**src/rtl/kcpsm6_rom_loader.sv**
```systemverilog
// kcpsm6_rom_loader
//
// Streams a program image into the PicoBlaze (KCPSM6) program ROM through
// its JTAG-loader port and reads every word back to verify it.
//
// Each program word arrives as three bytes on a valid/ready byte stream:
//   byte0[1:0] -> din[17:16]  (byte0[7:2] must be zero)
//   byte1      -> din[15:8]
//   byte2      -> din[7:0]
// Per word the loader issues one write cycle of jtag_clk (we=1), then one read
// cycle (we=0), and compares jtag_dout with the word just written.
//
// Ports
//   clk, rst_n        clock, asynchronous active-low reset
//   start, word_count load request and number of words (0 = nothing to do)
//   s_data/s_valid/s_ready  byte stream in
//   jtag_rst          holds the core in reset while its image is incomplete
//   jtag_en/clk/addr/din/we, jtag_dout  program-ROM loader port
//   busy, done, error, err_addr  status
//
// Every output is a register. The next-state logic computes the next value of
// each output alongside the next state, so outputs always line up with state.
module kcpsm6_rom_loader #(
  parameter int CLK_HALF = 2  // clk cycles per jtag_clk half-period, 1..15
) (
  input  logic        clk,
  input  logic        rst_n,
  input  logic        start,
  input  logic [11:0] word_count,
  input  logic [7:0]  s_data,
  input  logic        s_valid,
  output logic        s_ready,
  output logic        jtag_rst,
  output logic        jtag_en,
  output logic        jtag_clk,
  output logic [11:0] jtag_addr,
  output logic [17:0] jtag_din,
  output logic        jtag_we,
  input  logic [17:0] jtag_dout,
  output logic        busy,
  output logic        done,
  output logic        error,
  output logic [11:0] err_addr
);

  localparam logic [3:0] PH_LAST = 4'(CLK_HALF - 1);

  typedef enum logic [3:0] {
    IDLE, RECV, WR_LO, WR_HI, RD_LO, RD_HI, CHECK, DONE, FAIL
  } state_t;

  state_t      state, state_n;
  logic [11:0] cnt, cnt_n;       // words in this load
  logic [1:0]  bcnt, bcnt_n;     // byte index within the current word
  logic [3:0]  ph, ph_n;         // cycles spent in the current jtag_clk phase

  logic        s_ready_n, jtag_rst_n, jtag_en_n, jtag_clk_n, jtag_we_n;
  logic [11:0] jtag_addr_n, err_addr_n;
  logic [17:0] jtag_din_n;
  logic        busy_n, done_n, error_n;
  logic        in_load;

  always_comb begin
    state_n     = state;
    cnt_n       = cnt;
    bcnt_n      = bcnt;
    ph_n        = ph;
    jtag_addr_n = jtag_addr;
    jtag_din_n  = jtag_din;
    jtag_rst_n  = jtag_rst;
    err_addr_n  = err_addr;
    error_n     = error;
    done_n      = 1'b0;

    unique case (state)
      // DONE and FAIL last one cycle and behave like IDLE towards start,
      // since busy is already low while in them.
      IDLE, DONE, FAIL: begin
        state_n = IDLE;
        if (start) begin
          error_n = 1'b0;
          if (word_count == 12'd0) begin
            done_n = 1'b1;
          end else begin
            state_n     = RECV;
            cnt_n       = word_count;
            jtag_addr_n = 12'd0;
            bcnt_n      = 2'd0;
            jtag_rst_n  = 1'b1;
          end
        end
      end

      // The word is assembled straight into jtag_din; jtag_clk is low here so
      // the ROM never sees it half-built.
      RECV: begin
        if (s_valid && s_ready) begin
          unique case (bcnt)
            2'd0: begin
              if (s_data[7:2] != 6'd0) begin
                state_n    = FAIL;
                error_n    = 1'b1;
                err_addr_n = jtag_addr;
              end else begin
                jtag_din_n[17:16] = s_data[1:0];
                bcnt_n            = 2'd1;
              end
            end
            2'd1: begin
              jtag_din_n[15:8] = s_data;
              bcnt_n           = 2'd2;
            end
            default: begin
              jtag_din_n[7:0] = s_data;
              bcnt_n          = 2'd0;
              ph_n            = 4'd0;
              state_n         = WR_LO;
            end
          endcase
        end
      end

      WR_LO: begin
        if (ph == PH_LAST) begin
          ph_n    = 4'd0;
          state_n = WR_HI;
        end else begin
          ph_n = ph + 4'd1;
        end
      end

      // we drops on the same edge that returns jtag_clk low, never while high.
      WR_HI: begin
        if (ph == PH_LAST) begin
          ph_n    = 4'd0;
          state_n = RD_LO;
        end else begin
          ph_n = ph + 4'd1;
        end
      end

      RD_LO: begin
        if (ph == PH_LAST) begin
          ph_n    = 4'd0;
          state_n = RD_HI;
        end else begin
          ph_n = ph + 4'd1;
        end
      end

      RD_HI: begin
        if (ph == PH_LAST) begin
          ph_n    = 4'd0;
          state_n = CHECK;
        end else begin
          ph_n = ph + 4'd1;
        end
      end

      // jtag_dout was captured on the RD_HI rising edge and is stable now.
      CHECK: begin
        if (jtag_dout == jtag_din) begin
          jtag_addr_n = jtag_addr + 12'd1;  // wraps at 4096
          if (jtag_addr_n == cnt) begin
            state_n    = DONE;
            jtag_rst_n = 1'b0;  // full image verified: let the core run
          end else begin
            state_n = RECV;
          end
        end else begin
          state_n    = FAIL;
          error_n    = 1'b1;
          err_addr_n = jtag_addr;
        end
      end

      default: state_n = IDLE;
    endcase

    // Output decode from the next state; jtag_rst is left as set above so a
    // failed image keeps the core held until a later load completes.
    in_load    = (state_n == RECV)  || (state_n == WR_LO) || (state_n == WR_HI) ||
                 (state_n == RD_LO) || (state_n == RD_HI) || (state_n == CHECK);
    busy_n     = in_load;
    jtag_en_n  = in_load;
    s_ready_n  = (state_n == RECV);
    jtag_we_n  = (state_n == WR_LO) || (state_n == WR_HI);
    jtag_clk_n = (state_n == WR_HI) || (state_n == RD_HI);
    if (state_n == DONE) done_n = 1'b1;
  end

  always_ff @(posedge clk or negedge rst_n) begin
    if (!rst_n) begin
      state     <= IDLE;
      cnt       <= 12'd0;
      bcnt      <= 2'd0;
      ph        <= 4'd0;
      s_ready   <= 1'b0;
      jtag_rst  <= 1'b0;
      jtag_en   <= 1'b0;
      jtag_clk  <= 1'b0;
      jtag_we   <= 1'b0;
      jtag_addr <= 12'd0;
      jtag_din  <= 18'd0;
      busy      <= 1'b0;
      done      <= 1'b0;
      error     <= 1'b0;
      err_addr  <= 12'd0;
    end else begin
      state     <= state_n;
      cnt       <= cnt_n;
      bcnt      <= bcnt_n;
      ph        <= ph_n;
      s_ready   <= s_ready_n;
      jtag_rst  <= jtag_rst_n;
      jtag_en   <= jtag_en_n;
      jtag_clk  <= jtag_clk_n;
      jtag_we   <= jtag_we_n;
      jtag_addr <= jtag_addr_n;
      jtag_din  <= jtag_din_n;
      busy      <= busy_n;
      done      <= done_n;
      error     <= error_n;
      err_addr  <= err_addr_n;
    end
  end

endmodule

```
**config.mk**
```make
export PLATFORM = sky130hd
export DESIGN_NAME = kcpsm6_rom_loader
export DESIGN_NICKNAME = d
export VERILOG_FILES = /design/src/rtl/kcpsm6_rom_loader.sv
export SDC_FILE = /design/constraint.sdc
export NUM_CORES = 1
export LEC_CHECK = 0
export BUFFER_PORTS_ARGS = -buffer_cell sky130_fd_sc_hd__buf_4
export CORE_UTILIZATION = 50
export CTS_BUF_LIST = sky130_fd_sc_hd__clkbuf_8
export DETAILED_ROUTE_END_ITERATION = 6
export GPL_ROUTABILITY_DRIVEN = 0
export PLACE_DENSITY = 0.79
export SLEW_MARGIN = 20
export SYNTH_ARGS = -nofsm -noshare
export SYNTH_HDL_FRONTEND = slang
export SYNTH_SLANG_ARGS = --single-unit
```
**constraint.sdc**
```tcl
create_clock -name clk -period 2.1 [get_ports clk]
set_clock_uncertainty 0.2 [all_clocks]
set_input_delay 0 -clock clk [delete_from_list [all_inputs] [get_ports clk]]
set_output_delay 0 -clock clk [all_outputs]
set_load 0.02 [all_outputs]
```
==> out/metrics.yaml, run 1 <==
routing:
  ant_nets: 0
  viasPerCell: 5.745
  first_pass_iters: 5
  drt_iter0_drc: 298
  drc: 0
  vias: 3671
  finalWirelength_mm: 13.16
  wl_per_cell_um: 20.60
global_routing:
  gr-usage-all-layers_pct: 28.28
  grt_start_max_net_pins: 38
  grt_pass1_wl_mm: 17.74
  grt_overflow: 0
  antenna_found_initial: 0
  grt_pass1_vias: 3608
floorplanning:
  io_pins: 92
  die_w_um: 89.86
  core_region_area_um2: 7370
  rows: 31
  initial_core_util_pct: 52.38
  dieArea_um2: 8075
  die_h_um: 89.86
finish:
  layout_common_cells: "buf_4 (145), dfrtp_1 (60), nand2_1 (48)"
  seq_area_um2: 1790
  diodes: 0
  final_nets: 579
  final_core_util_pct: 80.65
  fillers: 412
  layout_commonest_cell: "buf_4"
  area_growth_pct: 53.97
  final_layout_size_suffix_gt1_share_pct: 51.67
  instances_no_fill: 639
  multiInputGateArea_um2: 2217
clocking:
  cts_root_buf: "clkbuf_8"
  clock_path_buffers: 2
  clk_pin_slew_ns: 0.08
  clock_latency_ns: 0.36
  htreeDepth: 3
  cts_sinks: 71
  cts_tree: "built"
  cts_buffers: 9
hold_path:
  holdPathEnd: "cnt[1]$_DFFE_PN0P_"
  hold_class: "primary input to flip-flop"
  min-delay-start: "word_count[1]"
  holdPathStages: 4
synthesis:
  ys_ff_latch: 71
  syn-instance-count: 351
  syn_area_um2: 3860
  synth.avg_cell_area_um2: 11.00
  ys_seq_area_share_pct: 46.03
  synthDistinctLibCells: 62
  synthesis.nets: 395
  yosys_warnings: 0
sta:
  max_freq_ghz: 0.4421
  rsz0062_at_grt: "true"
  slew_headroom_pct: 60.66
  tns_ns: -2.236
  whs_ns: 0.1936
  period_share_pct: 107.7
  hold_violations: 0
  tightestPinTransition_ns: 0.5847
  final.min_clock_period_ns: 2.262
  report.final.slew_viol_count: 0
  setup_ws_ns: -0.1619
  setup_viol: 29
power_and_ir_drop:
  p_total_mw: 4.573
  power_density_nw_per_um2: 769.4
  peakVddDrop_mv: 0.7938
  leakagePower_nw: 2.929
worst_setup_path:
  rrSetupSlack_ns: -0.16
  r2r_end: "s_ready$_DFF_PN0_"
  r2r_cells: 6
  crit_path_end_kind: "flip-flop"
  required_ns: 2.15
  crit_type: "flip-flop to flip-flop"
  worstReg2RegStart: "jtag_addr[6]$_DFFE_PN0P_"
  worstPathMaxFanout: 6
  crit_path_start_kind: "flip-flop"
  arrival_ns: 2.31
placed_design:
  place_inst: 575
  portBuffers: 91
  dp_hpwl_mm: 7.020
flow_run:
  cap_violations: 0
run_status:
  status: "complete, but fails checks"
  violations: "setup timing"
[flip-flops by register name, indices dropped and copies added (netlist names), 2 cells and up]
name       cells
jtag_din      18
ph             4
jtag_addr     12
state          4
cnt           12
err_addr      12
bcnt           2
[how the worst max path moves through the flow]
| stage | from | end | slack, ns | depth (start not counted) |
|---|---|---|---|---|
| after floorplan | jtag_addr[1]$_DFFE_PN0P_ | busy$_DFF_PN0_ | -0.08 | 7 |
| after global placement | jtag_addr[1]$_DFFE_PN0P_ | busy$_DFF_PN0_ | -0.12 | 7 |
| after detailed placement | jtag_addr[1]$_DFFE_PN0P_ | busy$_DFF_PN0_ | -0.16 | 7 |
| after CTS | jtag_addr[1]$_DFFE_PN0P_ | busy$_DFF_PN0_ | -0.11 | 7 |
| after global routing | jtag_addr[6]$_DFFE_PN0P_ | s_ready$_DFF_PN0_ | -0.25 | 6 |
| final | jtag_addr[6]$_DFFE_PN0P_ | s_ready$_DFF_PN0_ | -0.16 | 6 |
[kinds of logic (layout without fill, tap and decap cells)]
kind of cell,after synthesis,after routing,share of synthesized area (%)
AO/OA/AOI/OAI,46,46,8.980
XOR/XNOR,37,37,8.395
adder cells (fa/ha/maj),2,2,0.6482
buffers and inverters,22,211,4.408
flip-flops,71,71,46.03
multiplexers,40,40,12.09
AND/OR/NAND/NOR,133,133,19.45
[layer usage]
layer,global-route usage [%],wire length (um),up-vias
met5,0,0,-
met1,35.42,4941,1793
li1,-,-,1601
met4,14.38,638,0
met2,47.69,6563,222
met3,4.230,1020,55
[final cells by class]
class / instances / area share (%)
Sequential cell: 71 / 30.13
Clock inverter: 5 / 0.4211
Clock buffer: 11 / 2.547
Multi-Input combinational cell: 258 / 37.31
Tap cell: 99 / 2.084
Timing Repair Buffer: 190 / 27.20
Inverter: 5 / 0.3158
[critical path: stages, from the launching register on]
cell       delay, ns
dfrtp_1         0.59
nand4_1         0.26
nor3_4          0.28
xnor2_2         0.10
a2111oi_4       0.34
nand4_1         0.19
nor3b_2         0.21
[Yosys cell counts, drive strengths merged]
library cell / instances / area share [%]
a41oi: 2 / 0.45
or2b: 2 / 0.45
a311oi: 1 / 0.23
a2111oi: 1 / 0.71
clkbuf: 11 / 2.9
mux2i: 8 / 2.1
nor3b: 2 / 0.39
o21a: 1 / 0.19
inv: 5 / 0.49
nand3: 15 / 2.3
or2: 1 / 0.16
nor4b: 1 / 0.39
a21o: 4 / 0.78
nor4: 10 / 2.7
o2111ai: 1 / 0.23
nand3b: 1 / 0.19
o21ai: 13 / 1.7
nand2b: 5 / 0.81
a211oi: 2 / 0.52
nand2: 51 / 5.1
a22o: 3 / 0.71
o31a: 1 / 0.26
nand4: 5 / 1.4
a21boi: 1 / 0.19
nand4b: 1 / 0.23
a31o: 1 / 0.23
and2: 2 / 0.36
buf: 6 / 1.0
dfrtp: 71 / 46
xor2: 24 / 5.4
o31ai: 5 / 0.97
mux2: 32 / 10
nor2: 19 / 1.8
xnor2: 13 / 2.9
a32o: 1 / 0.26
a211o: 2 / 0.49
a21oi: 4 / 0.52
and3: 3 / 0.49
o211ai: 2 / 0.39
ha: 2 / 0.65
nor3: 11 / 2.0
nor2b: 4 / 0.71
o22ai: 1 / 0.16
[per-stage QoR]
step                      setup slack (ns)  cell area (um2)
after floorplan                   -0.08025             3887
after detailed placement           -0.1596             4951
final                              -0.1619             5943
after global routing               -0.2505             5943
after global placement             -0.1174             4951
after CTS                          -0.1076             5605
[power by group]
group | leakage [nW] | internal (mW) | switching (mW)
Combinational | 1.90 | 0.853 | 0.878
Clock | 0.0977 | 0.481 | 0.527
Sequential | 0.929 | 1.58 | 0.250
[repair_timing]
item	CTS	global route
pin swaps	10	26
hold buffers	25	0
gates cloned	1	0
buffers inserted	16	11
hold endpoints to repair	107	0
resized for setup	19	57
setup endpoints to repair	27	44
(Power assumes the default switching activity.)
==> run 2: changes to the inputs <==
SETUP_SLACK_MARGIN = 0.02   (was not set)
==> out/metrics.yaml, run 2 (same netlist as run 1, synthesis figures left out) <==
placed_design:
  dp_hpwl_mm: 6.998  # -0.31%
  portBuffers: 91  # unchanged
  place_area_um2: 4931  # -0.40%
power_and_ir_drop:
  peakVddDrop_mv: 0.4982  # -37%
  leakagePower_nw: 2.848  # -2.8%
  p_total_mw: 4.570  # about the same
  power_density_nw_per_um2: 792.8  # +3.0%
worst_setup_path:
  worstReg2RegStart: "jtag_addr[1]$_DFFE_PN0P_"
  crit_type: "flip-flop to flip-flop"
  crit_path_end_kind: "flip-flop"
  required_ns: 2.14  # about the same
  crit_path_start_kind: "flip-flop"
  worstPathMaxFanout: 2  # -4
  crit_end: "s_ready$_DFF_PN0_"
  startpoint: "jtag_addr[1]$_DFFE_PN0P_"
  arrival_ns: 2.40  # +0.09 ns
  r2r_cells: 7  # +1
  rrSetupSlack_ns: -0.26  # -0.10 ns
  r2r_end: "s_ready$_DFF_PN0_"
floorplanning:
  die_h_um: 89.86  # unchanged
  die_w_um: 89.86  # unchanged
  rows: 31  # unchanged
  core_region_area_um2: 7370  # unchanged
  io_pins: 92  # unchanged
  initial_core_util_pct: 52.38  # unchanged
  dieArea_um2: 8075  # unchanged
routing:
  wl_per_cell_um: 19.49  # -5.4%
  viasPerCell: 5.764  # +0.32%
  drc: 0  # unchanged
  first_pass_iters: 5  # unchanged
  vias: 3608  # -1.7%
  drt_iter0_drc: 242  # -19%
  finalWirelength_mm: 12.20  # -7.3%
  ant_nets: 0  # unchanged
clocking:
  htreeDepth: 3  # unchanged
  cts_sinks: 71  # unchanged
  cts_buffers: 9  # unchanged
  clk_pin_slew_ns: 0.07  # about the same
  clock_latency_ns: 0.35  # about the same
  clock_path_buffers: 2  # unchanged
  cts_tree: "built"
  cts_root_buf: "clkbuf_8"
sta:
  hold_violations: 0  # unchanged
  rsz0062_at_grt: "true"
  setup_ws_ns: -0.2620  # -0.1001 ns
  tns_ns: -4.417  # -2.180 ns
  setup_viol: 33  # +14%
  period_share_pct: 112.5  # +4.8 points
  report.final.slew_viol_count: 0  # unchanged
  slew_headroom_pct: 41.71  # -19 points
  tightestPinTransition_ns: 0.8744  # +0.2897 ns
  max_freq_ghz: 0.4234  # -4.2%
  whs_ns: 0.1149  # -0.07872 ns
  final.min_clock_period_ns: 2.362  # +0.1001 ns
hold_path:
  hold_class: "primary input to asynchronous set/reset pin"
run_status:
  status: "complete, but fails checks"
  violations: "setup timing"
global_routing:
  grt_overflow: 0  # unchanged
  grt_pass1_vias: 3549  # -1.6%
  grt_pass1_wl_mm: 17.66  # -0.42%
  gr-usage-all-layers_pct: 27.80  # -0.48 points
  antenna_found_initial: 0  # unchanged
  grt_start_max_net_pins: 72  # +89%
flow_run:
  cap_violations: 0  # unchanged
finish:
  largest_reg_flops: 18  # unchanged
  seq_area_um2: 1790  # unchanged
  final_nets: 566  # -2.2%
  final_core_util_pct: 78.22  # -2.4 points
  fillers: 459  # +11%
  multiInputGateArea_um2: 2130  # -4.0%
  area_growth_pct: 49.34
  layout_commonest_cell: "buf_4"
  layout_common_cells: "buf_4 (138), dfrtp_1 (60), nand2_1 (47)"
  final_area_um2: 5764  # -3.0%
  diodes: 0  # unchanged
  top_register: "jtag_din"
  final_layout_size_suffix_gt1_share_pct: 49.53  # -2.1 points
run 2: worst max-delay path, stage by stage, from the launching register on:
cell and delay, ns:
dfrtp_2 0.44, ha_4 0.26, xor2_2 0.15, a311oi_2 0.24, o2111ai_2 0.19, a2111oi_4 0.40
nand4_1 0.19, nor3b_2 0.19
run 2: per-stage QoR:
step / cells / setup WS, ns
3_3_place_gp: 572 / -0.1318
6_report: 626 / -0.2620
4_1_cts: 623 / -0.09234
3_5_place_dp: 572 / -0.1686
5_1_grt: 626 / -0.3323
2_1_floorplan: 351 / -0.08025
run 2: repair_timing:
| action | in CTS | in global routing |
|---|---|---|
| gates cloned | 0 | 1 |
| resized for setup | 17 | 39 |
| hold buffers | 23 | 0 |
| endpoints found under the setup margin | 26 | 44 |
| pin swaps | 16 | 20 |
| hold endpoints to repair | 107 | 0 |
| buffers inserted | 12 | 7 |
run 2: routing by layer:
metal / global-route usage [%] / routed length (um)
met1: 35.42 / 4784
met2: 46.47 / 6183
met3: 4.146 / 727
met4: 13.58 / 506
met5: 0 / 0
run 2: final cells by class:
type                            count  share of cell area [%]
Clock buffer                       11                   2.626
Multi-Input combinational cell    258                   36.94
Tap cell                           99                   2.149
Timing Repair Buffer              177                   25.63
Inverter                            5                  0.3256
Clock inverter                      5                   1.259
Sequential cell                    71                   31.06
run 2: how the worst min path moves through the flow:
stage,cells past startpoint,to,start
floorplan,0,bcnt[0]$_DFFE_PN0P_,rst_n
global placement,1,jtag_din[2]$_DFFE_PN0P_,rst_n
detailed placement,1,jtag_din[2]$_DFFE_PN0P_,rst_n
CTS,2,jtag_din[13]$_DFFE_PN0P_,rst_n
global route,2,jtag_din[2]$_DFFE_PN0P_,rst_n
finish,2,jtag_din[2]$_DFFE_PN0P_,rst_n
run 2: power by group:
part / internal [mW] / switching (mW) / total [mW]
clock network: 0.724 / 0.494 / 1.22
logic: 0.735 / 0.793 / 1.53
registers: 1.58 / 0.240 / 1.82
==> run 3: changes to the inputs <==
CORE_ASPECT_RATIO = 0.5   (was not set)
SKIP_LAST_GASP = 1   (was not set)
==> out/metrics.yaml, run 3 (same netlist as run 1, synthesis figures left out) <==
run_status:
  status: "complete, but fails checks"
  violations: "setup timing"
worst_setup_path:
  crit_type: "flip-flop to flip-flop"
  worstPathMaxFanout: 4  # +2
  crit_family: "simple AND/OR/NAND/NOR gates"
  crit_path_end_kind: "flip-flop"
  required_ns: 2.16  # +0.02 ns
  crit_path_start_kind: "flip-flop"
  arrival_ns: 2.47  # +0.07 ns
  critPathBufInv: 0  # unchanged
  crit_chain: "nand4_1 > nor3_4 > xnor2_2 > a2111oi_4 > nand4_2 > a21boi_2"
  slowest_stage: "dfrtp_1"
  slowest_delay_ns: 0.51  # +0.07 ns
global_routing:
  top_usage_layer: "met2"
  use_met2_pct: 52.42  # +5.9 points
  grt_overflow: 0  # unchanged
  antenna_found_initial: 0  # unchanged
  grt_use_met3_pct: 10.55  # +6.4 points
  met1_usage_pct: 40.14  # +4.7 points
  gr-usage-all-layers_pct: 32.56  # +4.8 points
  grt_pass1_vias: 3838  # +8.1%
  grt_pass1_wl_mm: 19.58  # +11%
  grt_start_max_net_pins: 38  # -47%
power_and_ir_drop:
  power_density_nw_per_um2: 759.6  # -4.2%
  peakVddDrop_mv: 0.5654  # +13%
  leakagePower_nw: 2.992  # +5.1%
routing:
  wl_per_cell_um: 21.27  # +9.1%
  drt_iter0_drc: 432  # +79%
  viasPerCell: 5.879  # +2.0%
  ant_nets: 0  # unchanged
  first_pass_iters: 6  # +1
  finalWirelength_mm: 13.85  # +13%
  drc: 0  # unchanged
  vias: 3827  # +6.1%
sta:
  period_share_pct: 114.7  # +2.2 points
  whs_ns: 0.2010  # +0.08617 ns
  final.min_clock_period_ns: 2.408  # +0.04646 ns
  setup_ws_ns: -0.3085  # -0.04646 ns
  max_freq_ghz: 0.4152  # -1.9%
  tightestPinTransition_ns: 0.5188  # -0.3556 ns
  rsz0062_at_grt: "true"
  setup_viol: 41  # +24%
  hold_violations: 0  # unchanged
  report.final.slew_viol_count: 0  # unchanged
  slew_headroom_pct: 65.09  # +23 points
finish:
  area_growth_pct: 53.13
  top_register: "jtag_din"
  diodes: 0  # unchanged
  final_nets: 594  # +4.9%
  layout_common_cells: "buf_4 (162), dfrtp_1 (59), nand2_1 (48)"
  fillers: 392  # -15%
  multiInputGateArea_um2: 2116  # -0.65%
  largest_reg_flops: 18  # unchanged
  final_layout_size_suffix_gt1_share_pct: 52.25  # +2.7 points
  seq_area_um2: 1792  # about the same
  layout_commonest_cell: "buf_4"
  instances_no_fill: 651  # +4.0%
clocking:
  htreeDepth: 3  # unchanged
  clock_path_buffers: 2  # unchanged
  clk_pin_slew_ns: 0.09  # +0.02 ns
  cts_sinks: 71  # unchanged
  cts_root_buf: "clkbuf_8"
  cts_tree: "built"
  clock_latency_ns: 0.39  # +0.04 ns
  cts_buffers: 9  # unchanged
placed_design:
  dp_slack_ns: -0.1855  # -0.01693 ns
  place_inst: 580  # +1.4%
  portBuffers: 91  # unchanged
  dp_hpwl_mm: 7.073  # +1.1%
floorplanning:
  die_h_um: 64.13  # -29%
  io_pins: 92  # unchanged
  die_w_um: 126.3  # +41%
  dieArea_um2: 8097  # +0.27%
  initial_core_util_pct: 52.13  # -0.25 points
  rows: 22  # -29%
  core_region_area_um2: 7405  # +0.48%
flow_run:
  cap_violations: 0  # unchanged
hold_path:
  hold_class: "primary input to flip-flop"
## run 3: cell type report
| cell class | count | area share [%] |
|---|---|---|
| inverters | 5 | 0.3175 |
| clock inverters | 6 | 0.5080 |
| clock buffers | 10 | 2.329 |
| flip-flops and latches | 71 | 30.31 |
| multi-input cells | 258 | 35.80 |
| repair buffers | 205 | 28.70 |
| well taps | 96 | 2.032 |
## run 3: through the flow
| step | cell area (um2) | util (%) | total power, mW | TNS (ns) |
|---|---|---|---|---|
| 2_1_floorplan | 3890 | - | 2.620 | -0.1772 |
| 3_3_place_gp | 5022 | 67.83 | 3.069 | -0.9422 |
| 3_5_place_dp | 5022 | 67.83 | 3.112 | -1.995 |
| 4_1_cts | 5773 | 77.97 | 4.250 | -1.456 |
| 5_1_grt | 5911 | 79.82 | 4.668 | -6.194 |
| 6_report | 5911 | 79.82 | 4.490 | -3.555 |
## run 3: timing repair
action / in CTS / in global routing
pin swaps: 19 / 24
hold endpoints to repair: 108 / 0
buffers inserted: 26 / 11
gates cloned: 1 / 0
hold buffers: 24 / 0
setup endpoints to repair: 25 / 51
gates resized for setup: 26 / 35
## run 3: routing by layer
| metal | share of wire, % | up-vias |
|---|---|---|
| met1 | 41 | 1887 |
| met5 | 0 | - |
| li1 | - | 1632 |
| met2 | 47 | 245 |
| met3 | 7.9 | 63 |
| met4 | 4.3 | 0 |
## run 3: tightest hold or removal path: stages
cell and delay [ns]:
buf_4 0.09, xor2_2 0.15, nor4_2 0.08, nand2_1 0.09
o21ai_2 0.07, nand2_2 0.12, buf_12 0.15
## run 3: report_power, final
part / switching [mW] / total (mW) / internal, mW
sequential: 0.234 / 1.82 / 1.58
combinational: 0.904 / 1.66 / 0.753
clock: 0.569 / 1.02 / 0.447
total: 1.71 / 4.49 / 2.78
## run 3: worst paths after layout
check / from / end / slack (ns) / depth (start not counted)
min in group asynchronous: rst_n / cnt[1]$_DFFE_PN0P_ / 0.47 / 3
max in group asynchronous: rst_n / cnt[10]$_DFFE_PN0P_ / 0.58 / 4
worst max-delay path: jtag_addr[6]$_DFFE_PN0P_ / busy$_DFF_PN0_ / -0.31 / 6
worst min register to register: err_addr[4]$_DFFE_PN0P_ / err_addr[4]$_DFFE_PN0P_ / 0.31 / 1
worst max register to register: jtag_addr[6]$_DFFE_PN0P_ / busy$_DFF_PN0_ / -0.31 / 6
worst min-delay path: jtag_dout[2] / state[3]$_DFF_PN0_ / 0.20 / 7
